===== config.mk =====
export PLATFORM = sky130hd
export DESIGN_NAME = cordic_vector_gen_flat
export DESIGN_NICKNAME = d
export VERILOG_FILES = /design/src/rtl/cordic_vector_gen_if.sv /design/src/rtl/cordic_vector_gen.sv /design/src/flat_wrapper.sv
export SDC_FILE = /design/constraint.sdc
export NUM_CORES = 1
export LEC_CHECK = 0
export CAP_MARGIN = 10
export CORE_MARGIN = 2
export CORE_UTILIZATION = 45
export CTS_BUF_LIST = sky130_fd_sc_hd__clkbuf_4
export DETAILED_ROUTE_END_ITERATION = 7
export RECOVER_POWER = 25
export SLEW_MARGIN = 20
export SYNTH_ARGS = -nofsm -noshare
export SYNTH_HDL_FRONTEND = slang
export SYNTH_SLANG_ARGS = --single-unit
export TNS_END_PERCENT = 50

===== constraint.sdc =====
create_clock -name clk -period 10.65 [get_ports clk]
set_input_delay 3.195 -clock clk [delete_from_list [all_inputs] [get_ports clk]]
set_output_delay 3.195 -clock clk [all_outputs]
set_load 0.01 [all_outputs]

===== src/rtl/cordic_vector_gen_if.sv =====
// cordic_vector_gen_if
//   Handshake bundle for cordic_vector_gen.
//   Input side:  in_valid/in_ready with theta_in (signed rad*32768, 0..pi/2) and quad_in (0..3).
//   Output side: out_valid/out_ready with cx_out/cy_out (signed AMP*cos/sin of the angle).
//   master: the angle source / result sink. slave: the generator.
interface cordic_vector_gen_if;
  logic               in_valid;
  logic               in_ready;
  logic signed [16:0] theta_in;
  logic [1:0]         quad_in;
  logic               out_valid;
  logic               out_ready;
  logic signed [15:0] cx_out;
  logic signed [15:0] cy_out;

  modport master (
    output in_valid, theta_in, quad_in, out_ready,
    input  in_ready, out_valid, cx_out, cy_out
  );

  modport slave (
    input  in_valid, theta_in, quad_in, out_ready,
    output in_ready, out_valid, cx_out, cy_out
  );
endinterface


===== src/rtl/cordic_vector_gen.sv =====
// cordic_vector_gen
//   Rotation-mode iterative CORDIC: turns (theta, quadrant) into the vector
//   AMP*(cos, sin) of quad*pi/2 + theta, one micro-rotation per clock.
// Ports
//   clk  : system clock, rising edge
//   rst  : asynchronous active-high reset
//   bus  : cordic_vector_gen_if.slave (angle in, vector out, valid/ready both sides)
// Parameters
//   ITERS  : micro-rotations (8..16)
//   X_INIT : starting x in output LSBs, AMP*K with gain compensation
//   IW     : internal x/y width; the bits beyond the 16-bit output are
//            fractional guard bits (IW must be at least 17)
module cordic_vector_gen #(
  parameter int ITERS  = 16,
  parameter int X_INIT = 18218,
  parameter int IW     = 20
) (
  input logic              clk,
  input logic              rst,
  cordic_vector_gen_if.slave bus
);

  // x/y run with GUARD fractional bits below the output LSB so that the
  // truncation of each arithmetic shift stays well under one output LSB.
  localparam int                    GUARD     = IW - 16;
  localparam int                    QW        = IW - GUARD + 1;
  localparam logic [4:0]            LAST_ITER = 5'(ITERS - 1);
  localparam logic signed [IW-1:0]  X_START   = IW'(X_INIT) <<< GUARD;
  localparam logic signed [IW:0]    HALF_LSB  = (IW+1)'(2 ** (GUARD - 1));

  typedef enum logic [1:0] {
    ST_IDLE = 2'd0,
    ST_ITER = 2'd1,
    ST_POST = 2'd2,
    ST_HOLD = 2'd3
  } state_t;

  state_t               state_r;
  logic signed [IW-1:0] x_r;
  logic signed [IW-1:0] y_r;
  logic signed [17:0]   z_r;
  logic [1:0]           quad_r;
  logic [4:0]           iter_r;
  logic                 in_ready_r;
  logic                 out_valid_r;
  logic signed [15:0]   cx_r;
  logic signed [15:0]   cy_r;

  logic signed [16:0]   theta_clamp_s;
  logic signed [IW-1:0] x_sh_s;
  logic signed [IW-1:0] y_sh_s;
  logic signed [IW-1:0] x_nx_s;
  logic signed [IW-1:0] y_nx_s;
  logic signed [17:0]   z_nx_s;
  logic signed [17:0]   atan_s;
  logic signed [IW-1:0] fold_x_s;
  logic signed [IW-1:0] fold_y_s;

  // round(atan(2^-i) * 32768)
  function automatic logic signed [17:0] atan_lut(input logic [4:0] idx);
    case (idx)
      5'd0:    atan_lut = 18'sd25736;
      5'd1:    atan_lut = 18'sd15193;
      5'd2:    atan_lut = 18'sd8027;
      5'd3:    atan_lut = 18'sd4075;
      5'd4:    atan_lut = 18'sd2045;
      5'd5:    atan_lut = 18'sd1024;
      5'd6:    atan_lut = 18'sd512;
      5'd7:    atan_lut = 18'sd256;
      5'd8:    atan_lut = 18'sd128;
      5'd9:    atan_lut = 18'sd64;
      5'd10:   atan_lut = 18'sd32;
      5'd11:   atan_lut = 18'sd16;
      5'd12:   atan_lut = 18'sd8;
      5'd13:   atan_lut = 18'sd4;
      5'd14:   atan_lut = 18'sd2;
      5'd15:   atan_lut = 18'sd1;
      default: atan_lut = 18'sd0;
    endcase
  endfunction

  // Drop the guard bits (round half up) and saturate to 16 bits.
  function automatic logic signed [15:0] to_out(input logic signed [IW-1:0] v);
    logic signed [QW-1:0] q;
    q = QW'(($signed({v[IW-1], v}) + HALF_LSB) >>> GUARD);
    if (q[QW-1:15] == {(QW-15){q[QW-1]}}) begin
      to_out = q[15:0];
    end else if (q[QW-1]) begin
      to_out = 16'sh8000;
    end else begin
      to_out = 16'sh7FFF;
    end
  endfunction

  // Clamp the requested angle into the legal 0..pi/2 range
  always_comb begin
    theta_clamp_s = bus.theta_in;
    if (bus.theta_in < 17'sd0) begin
      theta_clamp_s = 17'sd0;
    end else if (bus.theta_in > 17'sd51472) begin
      theta_clamp_s = 17'sd51472;
    end else begin
      theta_clamp_s = bus.theta_in;
    end
  end

  // One micro-rotation, direction chosen by the sign of the residual angle
  always_comb begin
    x_sh_s = x_r >>> iter_r;
    y_sh_s = y_r >>> iter_r;
    atan_s = atan_lut(iter_r);
    if (!z_r[17]) begin
      x_nx_s = x_r - y_sh_s;
      y_nx_s = y_r + x_sh_s;
      z_nx_s = z_r - atan_s;
    end else begin
      x_nx_s = x_r + y_sh_s;
      y_nx_s = y_r - x_sh_s;
      z_nx_s = z_r + atan_s;
    end
  end

  // Quadrant fold: rotate the first-quadrant vector by quad*pi/2
  always_comb begin
    fold_x_s = x_r;
    fold_y_s = y_r;
    case (quad_r)
      2'd0: begin fold_x_s = x_r;  fold_y_s = y_r;  end
      2'd1: begin fold_x_s = -y_r; fold_y_s = x_r;  end
      2'd2: begin fold_x_s = -x_r; fold_y_s = -y_r; end
      2'd3: begin fold_x_s = y_r;  fold_y_s = -x_r; end
      default: begin fold_x_s = x_r; fold_y_s = y_r; end
    endcase
  end

  // Control FSM, iteration datapath and registered outputs
  always_ff @(posedge clk or posedge rst) begin
    if (rst) begin
      state_r     <= ST_IDLE;
      in_ready_r  <= 1'b1;
      out_valid_r <= 1'b0;
      cx_r        <= 16'sd0;
      cy_r        <= 16'sd0;
      iter_r      <= 5'd0;
      x_r         <= {IW{1'b0}};
      y_r         <= {IW{1'b0}};
      z_r         <= 18'sd0;
      quad_r      <= 2'd0;
    end else begin
      case (state_r)
        ST_IDLE: begin
          if (bus.in_valid && in_ready_r) begin
            x_r        <= X_START;
            y_r        <= {IW{1'b0}};
            z_r        <= {theta_clamp_s[16], theta_clamp_s};
            quad_r     <= bus.quad_in;
            iter_r     <= 5'd0;
            in_ready_r <= 1'b0;
            state_r    <= ST_ITER;
          end else begin
            in_ready_r <= 1'b1;
          end
        end
        ST_ITER: begin
          x_r <= x_nx_s;
          y_r <= y_nx_s;
          z_r <= z_nx_s;
          if (iter_r == LAST_ITER) begin
            iter_r  <= 5'd0;
            state_r <= ST_POST;
          end else begin
            iter_r <= iter_r + 5'd1;
          end
        end
        ST_POST: begin
          cx_r        <= to_out(fold_x_s);
          cy_r        <= to_out(fold_y_s);
          out_valid_r <= 1'b1;
          state_r     <= ST_HOLD;
        end
        ST_HOLD: begin
          if (out_ready_ok()) begin
            out_valid_r <= 1'b0;
            in_ready_r  <= 1'b1;
            state_r     <= ST_IDLE;
          end else begin
            out_valid_r <= 1'b1;
          end
        end
        default: begin
          state_r     <= ST_IDLE;
          in_ready_r  <= 1'b1;
          out_valid_r <= 1'b0;
        end
      endcase
    end
  end

  function automatic logic out_ready_ok();
    out_ready_ok = out_valid_r & bus.out_ready;
  endfunction

  assign bus.in_ready  = in_ready_r;
  assign bus.out_valid = out_valid_r;
  assign bus.cx_out    = cx_r;
  assign bus.cy_out    = cy_r;

endmodule


===== src/flat_wrapper.sv =====
// flat-port wrapper written by rule: the top's interface ports become plain ports
module cordic_vector_gen_flat 
#(
  parameter int ITERS  = 16,
  parameter int X_INIT = 18218,
  parameter int IW     = 20
)
  (clk, rst, bus_in_valid, bus_theta_in, bus_quad_in, bus_out_ready, bus_in_ready, bus_out_valid, bus_cx_out, bus_cy_out);
  cordic_vector_gen_if bus_i ();
  input logic clk;
  input logic rst;
  input wire logic [$bits(bus_i.in_valid)-1:0] bus_in_valid;
  input wire logic [$bits(bus_i.theta_in)-1:0] bus_theta_in;
  input wire logic [$bits(bus_i.quad_in)-1:0] bus_quad_in;
  input wire logic [$bits(bus_i.out_ready)-1:0] bus_out_ready;
  output wire logic [$bits(bus_i.in_ready)-1:0] bus_in_ready;
  output wire logic [$bits(bus_i.out_valid)-1:0] bus_out_valid;
  output wire logic [$bits(bus_i.cx_out)-1:0] bus_cx_out;
  output wire logic [$bits(bus_i.cy_out)-1:0] bus_cy_out;
  assign bus_i.in_valid = bus_in_valid;
  assign bus_i.theta_in = bus_theta_in;
  assign bus_i.quad_in = bus_quad_in;
  assign bus_i.out_ready = bus_out_ready;
  assign bus_in_ready = bus_i.in_ready;
  assign bus_out_valid = bus_i.out_valid;
  assign bus_cx_out = bus_i.cx_out;
  assign bus_cy_out = bus_i.cy_out;
  cordic_vector_gen #(.ITERS(ITERS), .X_INIT(X_INIT), .IW(IW)) u_core (.clk(clk), .rst(rst), .bus(bus_i));
endmodule

==> impl_metrics.toml, run 1 <==
[yosys]
yosysSeqAreaShare = 0.196
ys_ff_latch = 101
netlist_area_um2 = 12900
syn-num-nets = 1685
ys_top_cells_by_count = "nor2_1 (159), nand2_1 (108), a21oi_1 (106)"
synthFlopType = "dfrtp_1"
async_flop_share = 1.00
netlist.area_leader.share = 0.194
avgSynthCellArea_um2 = 8.14
yosysMostFrequentCell = "nor2_1"
ys_warn_count = 0
ys_top_cells_by_area = "dfrtp_1 (19%), mux4_2 (7.7%), ha_1 (7.2%), nor2_1 (4.6%), a21oi_1 (4.1%)"
synth_edf_count = 0
synth_cell_types = 93
synthCells = 1585
yosys.area.top_type = "dfrtp_1"

[placement]
hpwl_um = 29400
portBuffers = 56
gp_congestion = 0.938
dp_slack_ns = 4.44
placed_area_um2 = 13600

[detailed_routing]
post_drt_via_cell_ratio = 6.41
drt-pass1-iter-count = 6
drtAntennaViolNets = 0
drc = 0
detail_route.wl_per_cell_um = 20.9
drt_iter0_drc = 1056
num_vias = 12400
drt_wl_total_um = 40400

[clock_network]
cts_resized = 0
cts_buffers = 9
cts_root_buf = "clkbuf_4"
cts_tree = "done"
clock_sinks = 101
post_cts_buffers = 0
clk_pin_slew_ns = 0.23
insertion_delay_ns = 0.56
clockBufferDepth = 2
postCtsHoldBufs = 0
htree_levels = 3

[sta]
final-setup-viol-count = 0
finalMaxSlewViolations = 102
hold_violations = 0
fin_tns_setup_ns = 0
period_needed_ns = 6.36
worst_clock_skew_ns = 0.0423
setup_ws_ns = 4.29
max_slew.worst_pin.slew_ns = 2.22
rsz0062_at_grt = "false"
post-route-period-util = 0.597
fmax_mhz = 157
relSlewSlack = -0.493

[global_route]
antenna_found_initial = 1
grt_max_degree = 96
grt_pass1_vias = 11700
grt_pass1_wl_um = 64400
grt.overflow.total = 0
grt_util_all_layers = 0.265

[setup_path]
r2r-start = "u_core.iter_r[0]"
worstSetupEndpointType = "flop"
cp_max_fo = 71
crit_required_ns = 11.12
setup.worst_path.class = "reg2reg"
rr_endpoint = "u_core.x_r[19]"
ff2ff_setup_slack_ns = 4.29
worst_r2r_path_depth = 20
critical_path_arrival_ns = 6.83
worstSetupStartpointType = "flop"

[final_layout]
fin_nets = 1648
drive_above_1_share = 0.0901
utilization = 0.491
fill_cells = 2765
final_area_um2 = 13700
area_growth_pct = 6.53

[flow_run]
maxCapViolCount = 3

[hold_path]
worstHoldStart = "u_core.bus.cy_out[0]"
worstHoldEndpoint = "u_core.bus.cy_out[0]"
holdPathStages = 1
hold_class = "reg2reg"

[die]
die_y_um = 173
start_util = 0.460
row_count = 61
dieArea_um2 = 30000
die_x_um = 173
coreArea_um2 = 28000
pin_count = 57

[status]
outcome = "finished, violations left"
violations = "capacitance limit, slew limit"
final cells by class:
cell class              count  area (um2)  area share
inverters                  60         226      0.0165
diodes                      1        2.50    0.000182
flip-flops and latches    101        2540       0.185
clock inverters             7        86.3     0.00628
multi-input cells        1301        9640       0.702
well taps                 378         473      0.0344
clock buffers               9        67.6     0.00492
repair buffers             75         703      0.0512
cell families after synthesis:
kind of cell	Yosys count	synth area share
AO/OA/AOI/OAI	483	0.257
XOR/XNOR	119	0.0808
adder cells (fa/ha/maj)	77	0.0764
buffers and inverters	183	0.0568
flip-flops	101	0.196
multiplexers	109	0.130
AND/OR/NAND/NOR	513	0.203
sequential cells by signal (all words and copies together), names as in the netlist:
signal                flops
u_core.x_r               20
u_core.iter_r             5
u_core.quad_r             2
u_core.y_r               20
u_core.bus.cx_out        16
u_core.bus.out_valid      1
u_core.bus.in_ready       1
u_core.state_r            2
u_core.bus.cy_out        16
u_core.z_r               18
stage by stage:
step / std cells / hold WS, ns
2_1_floorplan: 1585 / 0.456
3_3_place_gp: 1915 / 0.477
3_5_place_dp: 1915 / 0.481
4_1_cts: 1931 / 0.528
5_1_grt: 1932 / 0.549
6_report: 1932 / 0.521
critical path, cell delays in order (launching register included):
cell and delay [ns]:
dfrtp_4 1.15, mux4_2 0.65, a221o_1 0.36, a311oi_1 0.26, a21oi_1 0.12, inv_1 0.12, ha_1 0.19, and3_1 0.30
a31oi_1 0.13, xor2_1 0.17, ha_1 0.33, a21oi_1 0.24, o21ai_0 0.14, a2111oi_0 0.71, o31ai_1 0.24, nor4_1 0.22
nor3_1 0.12, a211oi_1 0.29, xnor2_1 0.18, a21oi_1 0.09, o22ai_1 0.21
layer usage:
layer  global-route usage  routed length (um)  vias to the layer above
li1                     -                   -                     5906
met1                0.363               17400                     5906
met2                0.429               18400                      487
met3               0.0309                3170                       78
met4                0.101                1470                        2
met5                    0                  37                        -
worst max-delay path by stage:
stage | cells past startpoint | startpoint | end | slack, ns
5_1_grt | 20 | u_core.iter_r[0] | u_core.x_r[19] | 3.71
3_3_place_gp | 9 | bus_theta_in[0] | u_core.z_r[9] | 4.48
2_1_floorplan | 1 | rst | u_core.bus.cx_out[0] | 4.81
4_1_cts | 20 | u_core.iter_r[0] | u_core.x_r[19] | 4.37
6_report | 20 | u_core.iter_r[0] | u_core.x_r[19] | 4.29
3_5_place_dp | 9 | bus_theta_in[0] | u_core.z_r[7] | 4.44
layout by cell type (no fill, tap or decap), types with 10 or more instances in the layout:
master,count
a211oi_1,21
a21o_1,18
a21oi_1,106
a221oi_1,20
a22oi_1,11
a31oi_1,23
and2_1,13
and3_1,16
buf_4,19
clkdlybuf4s50_1,53
dfrtp_1,96
ha_1,73
inv_1,54
mux2_2,26
mux2i_1,39
mux4_2,44
nand2_1,108
nand2b_1,18
nand3_1,33
nor2_1,159
nor2b_1,30
nor3_1,38
nor4_1,14
o21a_1,10
o21ai_0,84
o22a_1,17
o22ai_1,27
o31ai_1,14
o41ai_1,10
or2_2,10
or3_1,25
xnor2_1,59
xor2_1,60
Power of run 1 is left out: the tool's default activity adds up to more than one toggle a clock period on the data nets, which glitch-free logic cannot reach.
==> run 2: changes to the inputs <==
Clock period 10.65 ns to 5.1 ns, I/O delays scaled along.
==> impl_metrics.toml, run 2 (synthesis results as in run 1) <==
[sta]
fmax_mhz = 197
max_slew.worst_pin.slew_ns = 2.82
post-route-period-util = 0.996
finalMaxSlewViolations = 58
hold_violations = 0
worst_clock_skew_ns = 0.0299
relSlewSlack = -0.890
rsz0062_at_grt = "true"
fin_tns_setup_ns = 0
period_needed_ns = 5.08
final-setup-viol-count = 0

[die]
row_count = 61
pin_count = 57
dieArea_um2 = 30000
die_y_um = 173
start_util = 0.460
die_x_um = 173
coreArea_um2 = 28000

[clock_network]
postCtsHoldBufs = 0
clock_sinks = 101
cts_buffers = 9
insertion_delay_ns = 0.54
clockBufferDepth = 2
htree_levels = 3
clk_pin_slew_ns = 0.23
cts_root_buf = "clkbuf_4"
cts_tree = "done"

[flow_run]
maxCapViolCount = 1

[detailed_routing]
num_vias = 13300
drc = 0
drt-pass1-iter-count = 6
post_drt_via_cell_ratio = 6.31
drt_wl_total_um = 44500
wl_met3_um = 2990
wl_met1_um = 19200
drt_iter0_drc = 1262
highest_layer = "met4"
drtAntennaViolNets = 0
wl_met2_um = 20200
detail_route.wl_per_cell_um = 21.0

[setup_path]
worstSetupStartpointType = "flop"
crit_path_frequent_cell = "buf_4"
crit_buf_inv = 3
path_delay_family = "compound AO/OA/AOI/OAI gates"
critPathSlowestCell = "dfrtp_4"
cp_max_fo = 5
cp_slowest_stage_delay_ns = 0.57
critical_path_arrival_ns = 5.52
crit_chain = "buf_4 -> mux2_2 -> mux4_2 -> a211o_1 -> or4b_4 -> nor3_4 -> a21oi_2 -> xor2_2 -> ha_1 -> a21o_1 -> or3_4 -> a211oi_2 -> buf_4 -> nor3_1 -> a2111oi_2 -> buf_4 -> mux2i_1 -> a311oi_1"
setup.worst_path.class = "reg2reg"
worstSetupEndpointType = "flop"
crit_required_ns = 5.54

[final_layout]
final_common_cell = "buf_4"
register_area_um2 = 2540
utilization = 0.556
reg_top3 = "u_core.x_r (20), u_core.y_r (20), u_core.z_r (18)"
drive_above_1_share = 0.223
multi_input_area_um2 = 10000
area_growth_pct = 20.8
fill_cells = 2698
final_cell_mix = "buf_4 (198), nor2_1 (159), nand2_1 (107)"
fin_nets = 1833

[global_route]
grt_max_degree = 59
grt.overflow.total = 0
grt_util_all_layers = 0.288
grt_pass1_vias = 12600
grt_pass1_wl_um = 69200
antenna_found_initial = 1

[status]
outcome = "finished, violations left"
violations = "capacitance limit, slew limit"

[placement]
gp_congestion = 0.964
hpwl_um = 34300
portBuffers = 56

[hold_path]
hold_class = "reg2reg"
-- run 2: cell type report --
| cell class | instances | area share |
|---|---|---|
| flip-flops and latches | 101 | 0.163 |
| multi-input cells | 1301 | 0.644 |
| clock inverters | 7 | 0.00554 |
| diodes | 1 | 0.000161 |
| inverters | 60 | 0.0145 |
| clock buffers | 9 | 0.00434 |
| well taps | 378 | 0.0304 |
| repair buffers | 260 | 0.138 |
-- run 2: worst reg2reg max path: stages, from the launching register on --
cell and delay, ns:
dfrtp_4 0.57, buf_4 0.18, mux2_2 0.28, mux4_2 0.54
a211o_1 0.31, or4b_4 0.54, nor3_4 0.17, a21oi_2 0.10
xor2_2 0.17, ha_1 0.31, a21o_1 0.19, or3_4 0.33
a211oi_2 0.26, buf_4 0.16, nor3_1 0.05, a2111oi_2 0.38
buf_4 0.17, mux2i_1 0.06, a311oi_1 0.21
-- run 2: repair_timing --
| item | in CTS | in global routing |
|---|---|---|
| pin swaps | 4 | 34 |
| setup endpoints to repair | 4 | 17 |
| gates resized for setup | 11 | 73 |
| setup buffers | 3 | 14 |
-- run 2: worst paths after layout --
| check | from | to | slack [ns] | cells past startpoint |
|---|---|---|---|---|
| min in group asynchronous | rst | u_core.y_r[1] | 2.22 | 2 |
| worst max register to register | u_core.iter_r[0] | u_core.x_r[18] | 0.02 | 18 |
| worst min-delay path | u_core.bus.cy_out[2] | u_core.bus.cy_out[2] | 0.52 | 1 |
| worst max-delay path | u_core.iter_r[0] | u_core.x_r[18] | 0.02 | 18 |
| worst min register to register | u_core.bus.cy_out[2] | u_core.bus.cy_out[2] | 0.52 | 1 |
| max in group asynchronous | rst | u_core.iter_r[0] | 1.38 | 2 |
-- run 2: stage by stage --
step           hold slack (ns)  setup WS (ns)  instance area, um2  instances
6_report                 0.522         0.0211               15600       2117
5_1_grt                  0.543         -0.151               15600       2117
4_1_cts                  0.529      -0.000617               15100       2102
3_5_place_dp             0.486         -0.356               14900       2083
3_3_place_gp             0.479         -0.355               14900       2083
2_1_floorplan            0.456         0.0144               12900       1585
-- run 2: layer usage --
metal,global-route usage,vias to the layer above
met1,0.382,6454
met4,0.132,0
met2,0.471,518
met5,0,-
li1,-,6269
met3,0.0346,107
Power of run 2 is left out for the same reason.
